--- src/rtl/config_chain_loader_if.sv ---
// rtl/config_chain_loader_if.sv - host word stream and config chain signals of the loader
interface config_chain_loader_if #(
  parameter int WORD_WIDTH = 8
);
  logic                  start;
  logic [WORD_WIDTH-1:0] word_in;
  logic                  word_valid;
  logic                  word_ready;
  logic                  cfg_data;
  logic                  cfg_enable;
  logic                  cfg_nreset;
  logic                  busy;
  logic                  done;

  // Host / bitstream source side
  modport master (
    output start, word_in, word_valid,
    input  word_ready, cfg_data, cfg_enable, cfg_nreset, busy, done
  );

  // Loader side
  modport slave (
    input  start, word_in, word_valid,
    output word_ready, cfg_data, cfg_enable, cfg_nreset, busy, done
  );
endinterface

--- src/rtl/config_chain_loader.sv ---
// rtl/config_chain_loader.sv - serializes host words MSB-first into a tile config shift chain
module config_chain_loader #(
  parameter int CHAIN_LENGTH = 146,
  parameter int WORD_WIDTH   = 8
) (
  input  logic                clk_i,
  input  logic                rst_i,
  config_chain_loader_if.slave bus
);
  localparam int CW = $clog2(CHAIN_LENGTH + 1);
  localparam int BW = (WORD_WIDTH > 1) ? $clog2(WORD_WIDTH) : 1;
  localparam logic [CW-1:0] LAST_COUNT = CW'(CHAIN_LENGTH);
  localparam logic [CW-1:0] COUNT_ONE  = CW'(1);
  localparam logic [BW-1:0] TOP_BIT    = BW'(WORD_WIDTH - 1);
  localparam logic [BW-1:0] BIT_ONE    = BW'(1);

  typedef enum logic [2:0] {
    S_IDLE,
    S_CLEAR,
    S_WAIT_WORD,
    S_SHIFT,
    S_DONE
  } state_t;

  state_t                state_q;
  logic [CW-1:0]         bit_count_q;
  logic [CW-1:0]         bit_count_d;
  logic [BW-1:0]         word_bit_q;
  logic [WORD_WIDTH-1:0] shift_word_q;
  logic                  cfg_data_q;
  logic                  cfg_enable_q;
  logic                  cfg_nreset_q;
  logic                  busy_q;
  logic                  done_q;

  // Shift count after the bit currently on cfg_data is clocked into the chain
  assign bit_count_d = bit_count_q + COUNT_ONE;

  // Ready is decoded from state so async reset drops it immediately
  assign bus.word_ready = (state_q == S_WAIT_WORD);
  assign bus.cfg_data   = cfg_data_q;
  assign bus.cfg_enable = cfg_enable_q;
  assign bus.cfg_nreset = cfg_nreset_q;
  assign bus.busy       = busy_q;
  assign bus.done       = done_q;

  // Load sequencer; outputs are registered alongside the state they belong to
  always_ff @(posedge clk_i or posedge rst_i) begin
    if (rst_i) begin
      state_q      <= S_IDLE;
      bit_count_q  <= '0;
      word_bit_q   <= '0;
      shift_word_q <= '0;
      cfg_data_q   <= 1'b0;
      cfg_enable_q <= 1'b0;
      cfg_nreset_q <= 1'b1;
      busy_q       <= 1'b0;
      done_q       <= 1'b0;
    end else begin
      case (state_q)
        S_IDLE, S_DONE: begin
          if (bus.start) begin
            state_q      <= S_CLEAR;
            cfg_nreset_q <= 1'b0;
            busy_q       <= 1'b1;
            done_q       <= 1'b0;
          end
        end
        S_CLEAR: begin
          state_q      <= S_WAIT_WORD;
          bit_count_q  <= '0;
          cfg_nreset_q <= 1'b1;
        end
        S_WAIT_WORD: begin
          if (bus.word_valid) begin
            state_q      <= S_SHIFT;
            cfg_data_q   <= bus.word_in[WORD_WIDTH-1];
            shift_word_q <= bus.word_in << 1;
            word_bit_q   <= TOP_BIT;
            cfg_enable_q <= 1'b1;
          end
        end
        S_SHIFT: begin
          // The bit on cfg_data shifts into the chain at this edge
          bit_count_q <= bit_count_d;
          if (bit_count_d == LAST_COUNT) begin
            state_q      <= S_DONE;
            cfg_enable_q <= 1'b0;
            cfg_data_q   <= 1'b0;
            busy_q       <= 1'b0;
            done_q       <= 1'b1;
          end else if (word_bit_q == '0) begin
            state_q      <= S_WAIT_WORD;
            cfg_enable_q <= 1'b0;
            cfg_data_q   <= 1'b0;
          end else begin
            cfg_data_q   <= shift_word_q[WORD_WIDTH-1];
            shift_word_q <= shift_word_q << 1;
            word_bit_q   <= word_bit_q - BIT_ONE;
          end
        end
        default: begin
          state_q <= S_IDLE;
        end
      endcase
    end
  end
endmodule

--- src/flat_wrapper.sv ---
// flat-port wrapper written by rule: the top's interface ports become plain ports
module config_chain_loader_flat 
#(
  parameter int CHAIN_LENGTH = 146,
  parameter int WORD_WIDTH   = 8
)
  (clk_i, rst_i, bus_start, bus_word_in, bus_word_valid, bus_word_ready, bus_cfg_data, bus_cfg_enable, bus_cfg_nreset, bus_busy, bus_done);
  config_chain_loader_if #(.WORD_WIDTH(WORD_WIDTH)) bus_i ();
  input  logic clk_i;
  input  logic rst_i;
  input wire logic [$bits(bus_i.start)-1:0] bus_start;
  input wire logic [$bits(bus_i.word_in)-1:0] bus_word_in;
  input wire logic [$bits(bus_i.word_valid)-1:0] bus_word_valid;
  output wire logic [$bits(bus_i.word_ready)-1:0] bus_word_ready;
  output wire logic [$bits(bus_i.cfg_data)-1:0] bus_cfg_data;
  output wire logic [$bits(bus_i.cfg_enable)-1:0] bus_cfg_enable;
  output wire logic [$bits(bus_i.cfg_nreset)-1:0] bus_cfg_nreset;
  output wire logic [$bits(bus_i.busy)-1:0] bus_busy;
  output wire logic [$bits(bus_i.done)-1:0] bus_done;
  assign bus_i.start = bus_start;
  assign bus_i.word_in = bus_word_in;
  assign bus_i.word_valid = bus_word_valid;
  assign bus_word_ready = bus_i.word_ready;
  assign bus_cfg_data = bus_i.cfg_data;
  assign bus_cfg_enable = bus_i.cfg_enable;
  assign bus_cfg_nreset = bus_i.cfg_nreset;
  assign bus_busy = bus_i.busy;
  assign bus_done = bus_i.done;
  config_chain_loader #(.CHAIN_LENGTH(CHAIN_LENGTH), .WORD_WIDTH(WORD_WIDTH)) u_core (.clk_i(clk_i), .rst_i(rst_i), .bus(bus_i));
endmodule
--- config.mk ---
export PLATFORM = sky130hd
export DESIGN_NAME = config_chain_loader_flat
export DESIGN_NICKNAME = d
export VERILOG_FILES = /design/src/rtl/config_chain_loader_if.sv /design/src/rtl/config_chain_loader.sv /design/src/flat_wrapper.sv
export SDC_FILE = /design/constraint.sdc
export NUM_CORES = 1
export LEC_CHECK = 0
export BUFFER_PORTS_ARGS = -buffer_cell sky130_fd_sc_hd__buf_2
export CORE_AREA = 2 2 53 55
export CTS_CLUSTER_SIZE = 30
export DETAILED_ROUTE_END_ITERATION = 7
export DIE_AREA = 0 0 55 57
export PLACE_DENSITY = 0.81
export SYNTH_ARGS = -nofsm -noshare
export SYNTH_HDL_FRONTEND = slang
export SYNTH_SLANG_ARGS = --single-unit
--- constraint.sdc ---
create_clock -name clk_i -period 2.3 [get_ports clk_i]
set_input_delay 0.46 -clock clk_i [delete_from_list [all_inputs] [get_ports clk_i]]
set_output_delay 0.46 -clock clk_i [all_outputs]
set_load 0.02 [all_outputs]
# --- After elaboration in Yosys (flattened, before gate mapping) ---
# Index checks and enable logic that the tools add are counted.
word_totals:
  regBits: 27
  latch_bits: 0
  mem_bits_rw: 0
  mem_bits_ro: 0
  input_bits: 12
  word_cells: 64
  memories: 0
classes:
  add_sub_neg: 2
  n_mul: 0
  n_div: 0
  magnitude_cmp: 0
  eq_ne: 11
  n_shift: 0
  n_mux: 29
  bitwise_logic: 0
  reduce_logical: 13
ops:
  columns: ["operator", "n"]
  rows:
  - ["8-bit one-hot mux with 2 select lines", 2]
  - ["8-bit two-way mux", 3]
  - ["3-bit two-way mux", 7]
  - ["3-bit one-hot mux with 4 select lines", 1]
  - ["1-bit two-way mux", 10]
  - ["1-bit one-hot mux with 2 select lines", 5]
  - ["3-bit AND reduction", 3]
  - ["8-bit by 1-bit adder with 8-bit output, second input constant", 1]
  - ["8-bit equality test, second input constant", 1]
  - ["2-bit inequality test, second input constant", 4]
  - ["2-bit nonzero test", 4]
  - ["3-bit by 2-bit equality test with 1-bit output, second input constant", 2]
  - ["3-bit logical NOT", 2]
  - ["3-bit one-hot mux with 2 select lines", 1]
  - ["2-bit AND reduction", 2]
  - ["4-bit AND reduction", 1]
  - ["3-bit by 1-bit equality test with 1-bit output, second input constant", 1]
  - ["3-bit equality test, second input constant", 1]
  - ["3-bit by 1-bit inequality test with 1-bit output, second input constant", 1]
  - ["3-bit by 1-bit subtractor with 3-bit output, second input constant", 1]
  - ["2-bit by 1-bit inequality test with 1-bit output, second input constant", 1]
  - ["2-bit OR reduction", 1]

# --- Longest topological paths before layout ---
# Gate-level depths: netlist (run 1).
depth:
  word_depth: 4
  mapped_depth: 6

# --- Worst setup path before layout (run 1) ---
# Ideal clock, no wire load.
synth_path:
  path_kind: "reg-to-reg"
  from: "reg u_core.bit_count_q[0]"
  to: "reg u_core.shift_word_q[2]"
  t_arrival_ns: 1.906
  path_slack_ns: 0.269
  stages_incl_launch_ff: 7
  n_path_buf: 0
  path_cell_list: "dfrtp_1 > ha_1 > or3_1 > o31ai_2 > o2111ai_2 > a21oi_4 > mux2_2"
synth_between:
  elab_chain_cells: 4
synth_lines:
  columns: ["element", "line", "source"]
  rows:
  - ["start, declared", "config_chain_loader.sv:26", "logic [CW-1:0] bit_count_q;"]
  - ["start signal, assigned", "config_chain_loader.sv:85", "bit_count_q <= bit_count_d;"]
  - ["8-bit by 1-bit adder with 8-bit output", "config_chain_loader.sv:37", "assign bit_count_d = bit_count_q + COUNT_ONE;"]
  - ["8-bit equality test", "config_chain_loader.sv:86", "if (bit_count_d == LAST_COUNT) begin"]
  - ["2-bit inequality test (no source line)", null, null]
  - ["4-bit AND reduction (no source line)", null, null]
  - ["end signal, assigned", "config_chain_loader.sv:78", "shift_word_q <= bus.word_in << 1;"]
  - ["end signal, assigned", "config_chain_loader.sv:98", "shift_word_q <= shift_word_q << 1;"]
  - ["end, declared", "config_chain_loader.sv:29", "logic [WORD_WIDTH-1:0] shift_word_q;"]
# Every way passes these cells.
# A chain may end at the register's enable or synchronous reset.

# --- Worst setup path in the final report (run 1) ---
layout_path:
  from: "reg u_core.bit_count_q[1]"
  to: "reg u_core.shift_word_q[4]"
# The elaborated chain is that of the path after synthesis.

==> qor.yml, run 1 <==
setup_tns_ns: 0
via_per_inst: 5.56
synth.area.mux_share_pct: 5.57
cpPeakStageDelay_ns: 0.47
hold_buffers: 0
ctsHtreeMaxLevel: 1
synth_seq_area_share_pct: 46.8
start_util_pct: 53.3
cp.required_ns: 2.53
routed-via-count: 1150
place.port_buffers: 17
first_pass_iters: 5
fin_crit_ns: 2.10
synth_top_area_cell: "dfrtp_1"
timing.fmax_mhz: 476
startpoint_type: "register"
grt_pass1_wl_um: 4770
rows: 19
finClkSkew_ns: 0.00329
place_congestion: 0.821
wl_um: 2850
antenna_left: 0
cp_slowest_cell: "dfrtp_2"
synth_area_um2: 1390
layout_commonest_cell: "nand2_1"
final_util_pct: 61.8
cts_tree: "done"
synth_area_leaders: "dfrtp_1, nand2_1, mux2_2"
die_h_um: 57
grt_pass1_vias: 1108
clock_latency_ns: 0.32
crit_family: "flip-flops"
area_delta_synth_final_pct: 16.0
dieArea_um2: 3140
drive_gt1_share_pct: 23.3
clockBufferDepth: 2
syn_nets: 167
maxSlewViolCount: 0
synthAdderAreaFrac_pct: 3.59
cp_cell_sequence: "ha_1 > and3_1 > xor2_2 > o2111ai_4 > a21oi_4 > mux2_2"
syn_avg_cell_area_um2: 9.23
drcViolationCount: 0
overflow: 0
crit_path_end_kind: "register"
slew_headroom_pct: 65.6
dp_hpwl_um: 2030
synth-simple-area-share_pct: 21.8
cts_buffers: 3
core_um2: 2620
ys_seq_elements: 26
async_flop_share_pct: 100
clkTransAtPathRegs_ns: 0.14
synth_edf_count: 0
rsz0062_at_grt: "no"
cts_sinks: 26
ys_types: 39
crit_type: "reg -> reg"
layout_common_cells: "nand2_1, dfrtp_1, buf_2"
peakVddDrop_mv: 0.823
synth_xor_xnor_area_share_pct: 1.26
setup_viol: 0
track_usage_pct: 20.4
synth_cells: 151
powerDensity_nw_per_um2: 1100
drt_iter0_markers: 11
die_w_um: 55
synth_top_area_share_pct: 44.9
post-route-period-util_pct: 91.3
synth_top_family_by_area: "simple AND/OR/NAND/NOR gates"
yosys_warnings: 0
crit_fanout: 7
grt_max_degree: 27
total_power_mw: 1.78
wl_per_cell_um: 13.7
crit_buf_inv: 0
synth_compound_area_share_pct: 17.8
clockRootBuffer: "clkbuf_4"
fillers: 235
leakage_nw: 0.796
status: "complete, no violations"
hp-class: "in -> async"
top_level_ports: 18
final_nets: 193
timing.final.hold_violations: 0
antenna_found_initial: 0
arrival_ns: 2.33
worst_pin_slew_ns: 0.515
n_antenna_cell: 0
cap_viol_max_count: 0
synthFlopType: "dfrtp_1"
-- Yosys cell counts, drive strengths merged, types with 2 or more instances --
master   n
nand2b   3
mux2     6
dfrtp   25
o21ai   13
o31ai    5
a21oi    5
ha       4
or2      2
clkbuf   3
and3     4
inv      9
nor2b    2
nor2    13
nand2   30
nand3    4
o21a     2
-- per-stage QoR --
step / instance area, um^2 / instances / worst slack (ns) / hold slack (ns)
after floorplan: 1390 / 151 / 0.269 / 0.449
after global placement: 1540 / 200 / 0.186 / 0.448
after detailed placement: 1540 / 200 / 0.0921 / 0.453
after CTS: 1570 / 204 / 0.0362 / 0.163
after global routing: 1620 / 207 / 0.0563 / 0.179
final: 1620 / 207 / 0.200 / 0.152
-- cells by family after synthesis --
logic type / Yosys count
AOI/OAI and AO/OA: 35
xor gates and xnor gates: 2
adders and majority gates: 4
buffers and inverters: 12
DFF: 26
muxes: 7
and+or+nand+nor: 65
-- worst paths after layout --
check | startpoint | to | slack [ns] | cells after the start
setup / recovery | u_core.bit_count_q[1]$_DFFE_PP0P_ | u_core.shift_word_q[4]$_DFFE_PP0P_ | 0.20 | 6
setup reg to reg | u_core.bit_count_q[1]$_DFFE_PP0P_ | u_core.shift_word_q[4]$_DFFE_PP0P_ | 0.20 | 6
hold reg to reg | u_core.bus.cfg_nreset$_DFFE_PP1P_ | u_core.bus.cfg_nreset$_DFFE_PP1P_ | 0.47 | 2
hold / removal | rst_i | u_core.state_q[1]$_DFFE_PP0P_ | 0.15 | 3
min in group clk_i | bus_start | u_core.bus.cfg_nreset$_DFFE_PP1P_ | 0.41 | 4
max in group asynchronous | rst_i | u_core.bus.cfg_nreset$_DFFE_PP1P_ | 1.85 | 3
-- what timing repair did --
action	CTS	global route
setup buffers	0	2
endpoints found under the setup margin	0	7
gates resized for setup	0	3
-- routing by layer --
layer | routed length [um] | share of wire, % | up-vias | track usage (%)
li1 | - | - | 573 | -
met2 | 1460 | 51 | 25 | 34.7
met1 | 1240 | 43 | 545 | 26.0
met4 | 50 | 1.8 | 0 | 6.27
met5 | 0 | 0 | - | 0
met3 | 102 | 3.6 | 7 | 3.40
-- state kept, by name, indices dropped and copies added, names as in the netlist --
| signal | cells |
|---|---|
| u_core.bus.cfg_data | 1 |
| u_core.bus.cfg_enable | 1 |
| u_core.state_q | 3 |
| u_core.shift_word_q | 7 |
| u_core.bus.done | 1 |
| u_core.word_bit_q | 3 |
| u_core.bus.cfg_nreset | 1 |
| u_core.bit_count_q | 8 |
| u_core.bus.busy | 1 |
-- power breakdown --
| group | internal [mW] | switching [mW] | leakage, nW | total (mW) |
|---|---|---|---|---|
| clock network | 0.0969 | 0.140 | 0.0210 | 0.237 |
| registers | 0.604 | 0.125 | 0.320 | 0.729 |
| logic | 0.372 | 0.443 | 0.455 | 0.815 |
| total | 1.07 | 0.708 | 0.796 | 1.78 |
-- cell type report --
type / count / area, um^2 / share of cell area, %
Clock buffer: 4 / 36.3 / 2.24
Timing Repair Buffer: 23 / 130 / 8.05
Multi-Input combinational cell: 114 / 724 / 44.8
Inverter: 9 / 33.8 / 2.09
Sequential cell: 26 / 653 / 40.4
Tap cell: 31 / 38.8 / 2.40
-- worst register-to-register path: cells and delay by family (launching register included) --
family,cells,cell delay [ns]
flip-flops,1,0.47
AO/OA/AOI/OAI,2,0.47
multiplexers,1,0.37
AND/OR/NAND/NOR,1,0.25
adder cells (fa/ha/maj),1,0.24
XOR/XNOR,1,0.19
(Power assumes the default switching activity.)
==> run 2, diff against run 1 <==
--- a/config.mk
+++ b/config.mk
@@ -8,7 +8,9 @@
 export BUFFER_PORTS_ARGS = -buffer_cell sky130_fd_sc_hd__buf_2
-export CORE_AREA = 2 2 53 55
+export CELL_PAD_IN_SITES_DETAIL_PLACEMENT = 2
+export CELL_PAD_IN_SITES_GLOBAL_PLACEMENT = 2
+export CORE_AREA = 2 2 67 69
 export CTS_CLUSTER_SIZE = 30
 export DETAILED_ROUTE_END_ITERATION = 7
-export DIE_AREA = 0 0 55 57
-export PLACE_DENSITY = 0.81
+export DIE_AREA = 0 0 69 71
+export PLACE_DENSITY = 0.8
 export SYNTH_ARGS = -nofsm -noshare
==> constraint.sdc (replaced) <==
create_clock -name clk_i -period 2.3 [get_ports clk_i]
set_input_delay 0.69 -clock clk_i [delete_from_list [all_inputs] [get_ports clk_i]]
set_output_delay 0.69 -clock clk_i [all_outputs]
set_load 0.02 [all_outputs]
==> qor.yml, run 2 (same netlist as run 1, synthesis figures left out) <==
status: "complete, no violations"  # unchanged
track_usage_pct: 17.1  # was 20.4%
clockRootBuffer: "clkbuf_8"  # was clkbuf_4
dp_hpwl_um: 3020  # was 2030 um
clkTransAtPathRegs_ns: 0.10  # was 0.14 ns
cts_tree: "done"  # unchanged
worst_pin_slew_ns: 0.437  # was 0.515 ns
fin_area_um2: 1620  # about the same
setup_tns_ns: 0  # unchanged
overflow: 0  # unchanged
cts_buffers: 3  # unchanged
drcViolationCount: 0  # unchanged
switching_share_pct: 41.4  # was 39.8%
cp_cell_sequence: "ha_2 > and3_1 > xor2_1 > o2111ai_2 > a21oi_4 > mux2_2"  # was ha_1 > and3_1 > xor2_2 > o2111ai_4 > a21oi_4 > mux2_2
finClkSkew_ns: 0.00330  # was 0.00329 ns
dp.cells: 222  # was 200
largest_reg_flops: 8  # unchanged
arrival_ns: 2.34  # was 2.33 ns
top_level_ports: 18  # unchanged
peakVddDrop_mv: 0.428  # was 0.823 mV
crit_fanout: 9  # was 7
drive_gt1_share_pct: 22.4  # was 23.3%
timing.final.ws_setup_ns: 0.125  # was 0.200 ns
timing.fmax_mhz: 460  # was 476 MHz
layout_common_cells: "nand2_1, dfrtp_1, buf_2"  # unchanged
leakage_nw: 0.787  # was 0.796 nW
cts_sinks: 26  # unchanged
wl_per_cell_um: 17.5  # was 13.7 um
via_per_inst: 5.28  # was 5.56
drt_iter0_markers: 13  # was 11
die_h_um: 71  # was 57 um
antenna_left: 0  # unchanged
pwr-share-clk_pct: 15.2  # was 13.3%
startpoint_type: "register"  # unchanged
die_w_um: 69  # was 55 um
rows: 24  # was 19
ctsHtreeMaxLevel: 1  # unchanged
cpPeakStageDelay_ns: 0.43  # was 0.47 ns
rsz0062_at_grt: "no"  # unchanged
clockBufferDepth: 2  # unchanged
cp.required_ns: 2.46  # was 2.53 ns
r2r_start: "u_core.bit_count_q[0]$_DFFE_PP0P_"  # was u_core.bit_count_q[1]$_DFFE_PP0P_
grt_pass1_wl_um: 6670  # was 4770 um
total_power_mw: 1.83  # was 1.78 mW
crit_path_end_kind: "register"  # unchanged
regMostFlops: "u_core.bit_count_q"  # unchanged
place_congestion: 0.813  # was 0.821
fin_crit_ns: 2.18  # was 2.10 ns
seq_power_share_pct: 40.0  # was 40.9%
switchingPower_mw: 0.756  # was 0.708 mW
post-route-period-util_pct: 94.6  # was 91.3%
r2r_end: "u_core.shift_word_q[4]$_DFFE_PP0P_"  # unchanged
slew_headroom_pct: 70.7  # was 65.6%
clock_latency_ns: 0.27  # was 0.32 ns
largest_registers: "u_core.bit_count_q x8, u_core.shift_word_q x7"  # unchanged
timing.final.hold_violations: 0  # unchanged
grt_max_degree: 27  # unchanged
wl_um: 3960  # was 2850 um
area_delta_synth_final_pct: 16.2  # was 16.0%
routed-via-count: 1194  # was 1150
powerDensity_nw_per_um2: 1130  # was 1100 nW/um^2
fillers: 477  # was 235
dpl_cell_area_um2: 1570  # was 1540 um^2
layout_commonest_cell: "nand2_1"  # unchanged
setup_viol: 0  # unchanged
first_pass_iters: 4  # was 5
grt_pass1_vias: 1351  # was 1108
instances_no_fill: 226  # was 207
reg2reg_depth: 6  # unchanged
intPower_mw: 1.07  # about the same
hp-class: "in -> async"  # unchanged
place.port_buffers: 17  # unchanged
core_um2: 4200  # was 2620 um^2
cp_slowest_cell: "dfrtp_2"  # unchanged
p_comb_share_pct: 44.8  # was 45.7%
cap_viol_max_count: 0  # unchanged
rrSetupSlack_ns: 0.12  # was 0.20 ns
n_antenna_cell: 0  # unchanged
dieArea_um2: 4900  # was 3140 um^2
maxSlewViolCount: 0  # unchanged
antenna_found_initial: 0  # unchanged
start_util_pct: 33.2  # was 53.3%
crit_type: "reg -> reg"  # unchanged
pre_cts_ws_ns: 0.0504  # was 0.0921 ns
final_nets: 191  # was 193
[run 2: changes by cell type in the layout (fill, tap and decap cells not counted)]
| cell | previous run | this run |
|---|---|---|
| clkbuf_4 | 3 | 0 |
| ha_2 | 0 | 1 |
| clkbuf_8 | 1 | 3 |
| clkbuf_1 | 0 | 1 |
| dfrtp_1 | 24 | 23 |
| o2111ai_4 | 1 | 0 |
| o2111ai_2 | 0 | 1 |
| a21oi_2 | 1 | 0 |
| ha_1 | 4 | 3 |
| xor2_2 | 1 | 0 |
| dfrtp_2 | 1 | 2 |
| buf_4 | 6 | 5 |
| xor2_1 | 0 | 1 |
[run 2: area by class of cell]
type / instances / area [um^2] / area share [%]
flip-flops and latches: 26 / 654 / 40.4
inverters: 9 / 33.8 / 2.08
multi-input cells: 113 / 699 / 43.2
well taps: 52 / 65.1 / 4.02
repair buffers: 22 / 123 / 7.57
clock buffers: 4 / 45.0 / 2.78
[run 2: how the worst max path moves through the flow]
stage	start	to	depth (start not counted)
floorplan	u_core.bit_count_q[0]$_DFFE_PP0P_	u_core.shift_word_q[2]$_DFFE_PP0P_	6
global placement	u_core.bit_count_q[0]$_DFFE_PP0P_	u_core.shift_word_q[6]$_DFFE_PP0P_	6
detailed placement	u_core.bit_count_q[0]$_DFFE_PP0P_	u_core.shift_word_q[4]$_DFFE_PP0P_	6
CTS	u_core.bit_count_q[0]$_DFFE_PP0P_	u_core.shift_word_q[4]$_DFFE_PP0P_	6
global route	u_core.bit_count_q[0]$_DFFE_PP0P_	u_core.word_bit_q[2]$_DFFE_PP0P_	7
finish	u_core.bit_count_q[0]$_DFFE_PP0P_	u_core.shift_word_q[4]$_DFFE_PP0P_	6
[run 2: critical path, delay by kind of cell (launching register included)]
| kind | cells | cell delay, ns |
|---|---|---|
| flops | 1 | 0.43 |
| simple gates | 1 | 0.25 |
| xor+xnor | 1 | 0.20 |
| mux | 1 | 0.39 |
| fa+ha+maj | 1 | 0.23 |
| compound gates | 2 | 0.55 |
[run 2: per-stage QoR]
step	utilization, %	hold WS, ns
4_1_cts	38.4	0.468
3_5_place_dp	37.4	0.463
2_1_floorplan	-	0.449
3_3_place_gp	37.4	0.451
6_report	38.5	0.462
5_1_grt	38.5	0.496
[run 2: per-layer routing]
metal	GRT usage [%]	part of all wire, %	up-vias
met5	0	0	-
li1	-	-	564
met4	4.79	1.1	0
met3	1.85	2.1	4
met1	20.4	43	609
met2	32.3	54	17
[run 2: timing repair]
action,4_1_cts,5_1_grt
setup endpoints to repair,0,9
buffers inserted,0,0
hold buffers,0,0
gates resized for setup,0,3
[run 2: power by group through the flow]
| stage | logic [mW] | registers [mW] | clock network (mW) |
|---|---|---|---|
| floorplan | 0.559 | 0.720 | 0 |
| global placement | 0.747 | 0.716 | 0 |
| detailed placement | 0.835 | 0.738 | 0 |
| CTS | 0.837 | 0.729 | 0.286 |
| global route | 0.926 | 0.757 | 0.305 |
| finish | 0.819 | 0.732 | 0.279 |
==> run 3, diff against run 2 <==
- clock period: 2.3 -> 2.41 ns (I/O delays scaled with it)
==> qor.yml, run 3 (same netlist as run 1, synthesis figures left out) <==
status: "complete, no violations"  # unchanged
dp.cells: 220  # was 222
powerDensity_nw_per_um2: 1130  # about the same
cts_tree: "done"  # unchanged
r2r_start: "u_core.bit_count_q[0]$_DFFE_PP0P_"  # unchanged
wl_per_cell_um: 16.4  # was 17.5 um
cp_slowest_cell: "dfrtp_2"  # unchanged
die_h_um: 71  # unchanged
arrival_ns: 2.40  # was 2.34 ns
dpl_cell_area_um2: 1560  # was 1570 um^2
grt_max_degree: 27  # unchanged
clock_latency_ns: 0.28  # was 0.27 ns
dieArea_um2: 4900  # unchanged
ctsHtreeMaxLevel: 1  # unchanged
timing.final.hold_violations: 0  # unchanged
clockBufferDepth: 2  # unchanged
crit_family: "compound AO/OA/AOI/OAI gates"  # unchanged
pwr-share-clk_pct: 20.1  # was 15.2%
layout_commonest_cell: "nand2_1"  # unchanged
cp_cell_sequence: "ha_1 > and3_1 > xor2_1 > o2111ai_2 > a21oi_4 > mux2_2"  # was ha_2 > and3_1 > xor2_1 > o2111ai_2 > a21oi_4 > mux2_2
crit_path_end_kind: "register"  # unchanged
die_w_um: 69  # unchanged
track_usage_pct: 16.5  # was 17.1%
timing.fmax_mhz: 448  # was 460 MHz
drt_iter0_markers: 37  # was 13
timing.final.ws_setup_ns: 0.178  # was 0.125 ns
post-route-period-util_pct: 92.6  # was 94.6%
cts_buffers: 3  # unchanged
rows: 24  # unchanged
grt_pass1_wl_um: 6600  # was 6670 um
leakage_nw: 0.798  # was 0.787 nW
switchingPower_mw: 0.712  # was 0.756 mW
intPower_mw: 1.13  # was 1.07 mW
setup_tns_ns: 0  # unchanged
grt_pass1_vias: 1338  # was 1351
crit_buf_inv: 0  # unchanged
routed-via-count: 1169  # was 1194
start_util_pct: 33.2  # unchanged
clockRootBuffer: "clkbuf_8"  # unchanged
final_nets: 190  # was 191
slew_headroom_pct: 71.6  # was 70.7%
first_pass_iters: 4  # unchanged
place.port_buffers: 17  # unchanged
hold_buffers: 0  # unchanged
layout_common_cells: "nand2_1, dfrtp_1, buf_2"  # unchanged
antenna_found_initial: 0  # unchanged
rsz0062_at_grt: "no"  # unchanged
min_path_cells: 2
seq_power_share_pct: 38.5  # was 40.0%
cpPeakStageDelay_ns: 0.46  # was 0.43 ns
r2r_end: "u_core.shift_word_q[6]$_DFFE_PP0P_"  # was u_core.shift_word_q[4]$_DFFE_PP0P_
finClkSkew_ns: 0.00207  # was 0.00330 ns
drcViolationCount: 0  # unchanged
drive_gt1_share_pct: 22.0  # was 22.4%
hp-class: "reg -> reg"  # was in -> async
worst_pin_slew_ns: 0.425  # was 0.437 ns
fin_crit_ns: 2.23  # was 2.18 ns
cts_sinks: 26  # unchanged
startpoint_type: "register"  # unchanged
clkTransAtPathRegs_ns: 0.09  # was 0.10 ns
instances_no_fill: 225  # was 226
pre_cts_ws_ns: 0.104  # was 0.0504 ns
reg2reg_depth: 6  # unchanged
area_delta_synth_final_pct: 17.4  # was 16.2%
largest_registers: "u_core.bit_count_q x8, u_core.shift_word_q x7"  # unchanged
total_power_mw: 1.84  # was 1.83 mW
min_from: "u_core.bus.cfg_nreset$_DFFE_PP1P_"
cap_viol_max_count: 0  # unchanged
maxSlewViolCount: 0  # unchanged
peakVddDrop_mv: 0.347  # was 0.428 mV
setup_viol: 0  # unchanged
largest_reg_flops: 8  # unchanged
final_util_pct: 38.9  # was 38.5%
crit_fanout: 8  # was 9
core_um2: 4200  # unchanged
regMostFlops: "u_core.bit_count_q"  # unchanged
fin_area_um2: 1640  # was 1620 um^2
dp_hpwl_um: 2730  # was 3020 um
wl_um: 3700  # was 3960 um
holdPathEnd: "u_core.bus.cfg_nreset$_DFFE_PP1P_"
place_congestion: 0.809  # was 0.813
rrSetupSlack_ns: 0.18  # was 0.12 ns
switching_share_pct: 38.7  # was 41.4%
antenna_left: 0  # unchanged
n_antenna_cell: 0  # unchanged
cp.required_ns: 2.58  # was 2.46 ns
holdWs_ns: 0.466  # was 0.462 ns
top_level_ports: 18  # unchanged
via_per_inst: 5.20  # was 5.28
p_comb_share_pct: 41.4  # was 44.8%
fillers: 464  # was 477
overflow: 0  # unchanged
crit_type: "reg -> reg"  # unchanged
==> run 3: cell types whose count changed in the layout (fill, tap and decap cells not counted), sizes merged <==
cell / delta
buf: -1
clkbuf: -1
bufinv: +1
==> run 3: worst min-delay path: cells and delay by family, from the launching register on <==
kind / cells / cell delay, ns
flip-flops: 1 / 0.38
AND/OR/NAND/NOR: 2 / 0.09
==> run 3: how the worst max path moves through the flow <==
stage / from / end / cells after the start
after floorplan: u_core.bit_count_q[0]$_DFFE_PP0P_ / u_core.shift_word_q[2]$_DFFE_PP0P_ / 6
after global placement: u_core.bit_count_q[0]$_DFFE_PP0P_ / u_core.shift_word_q[4]$_DFFE_PP0P_ / 6
after detailed placement: u_core.bit_count_q[0]$_DFFE_PP0P_ / u_core.shift_word_q[6]$_DFFE_PP0P_ / 6
after CTS: u_core.bit_count_q[0]$_DFFE_PP0P_ / u_core.shift_word_q[6]$_DFFE_PP0P_ / 6
after global routing: u_core.bit_count_q[0]$_DFFE_PP0P_ / u_core.shift_word_q[6]$_DFFE_PP0P_ / 6
final: u_core.bit_count_q[0]$_DFFE_PP0P_ / u_core.shift_word_q[6]$_DFFE_PP0P_ / 6
==> run 3: power by group through the flow <==
stage / Sequential, mW / Combinational (mW) / Clock (mW)
6_report: 0.710 / 0.762 / 0.370
5_1_grt: 0.738 / 0.871 / 0.395
4_1_cts: 0.706 / 0.761 / 0.381
3_5_place_dp: 0.715 / 0.755 / 0
3_3_place_gp: 0.698 / 0.693 / 0
2_1_floorplan: 0.687 / 0.534 / 0
==> run 3: layout make-up <==
cell class	count	area [um^2]	area share, %
Clock buffer	3	41.3	2.52
Clock inverter	1	30.0	1.83
Inverter	9	33.8	2.06
Multi-Input combinational cell	113	697	42.6
Sequential cell	26	654	40.0
Tap cell	52	65.1	3.98
Timing Repair Buffer	21	115	7.03
==> run 3: what timing repair did <==
item	in CTS	in global routing
endpoints found under the setup margin	0	6
resized for setup	0	2
buffers inserted	0	1
endpoints found under the hold margin	0	0
==> run 3: routing by layer <==
layer / part of all wire [%] / global-route usage (%) / vias up
met4: 1.0 / 4.58 / 0
met1: 47 / 21.4 / 587
met5: 0 / 0 / -
met3: 2.0 / 1.57 / 3
met2: 50 / 29.4 / 15
li1: - / - / 564
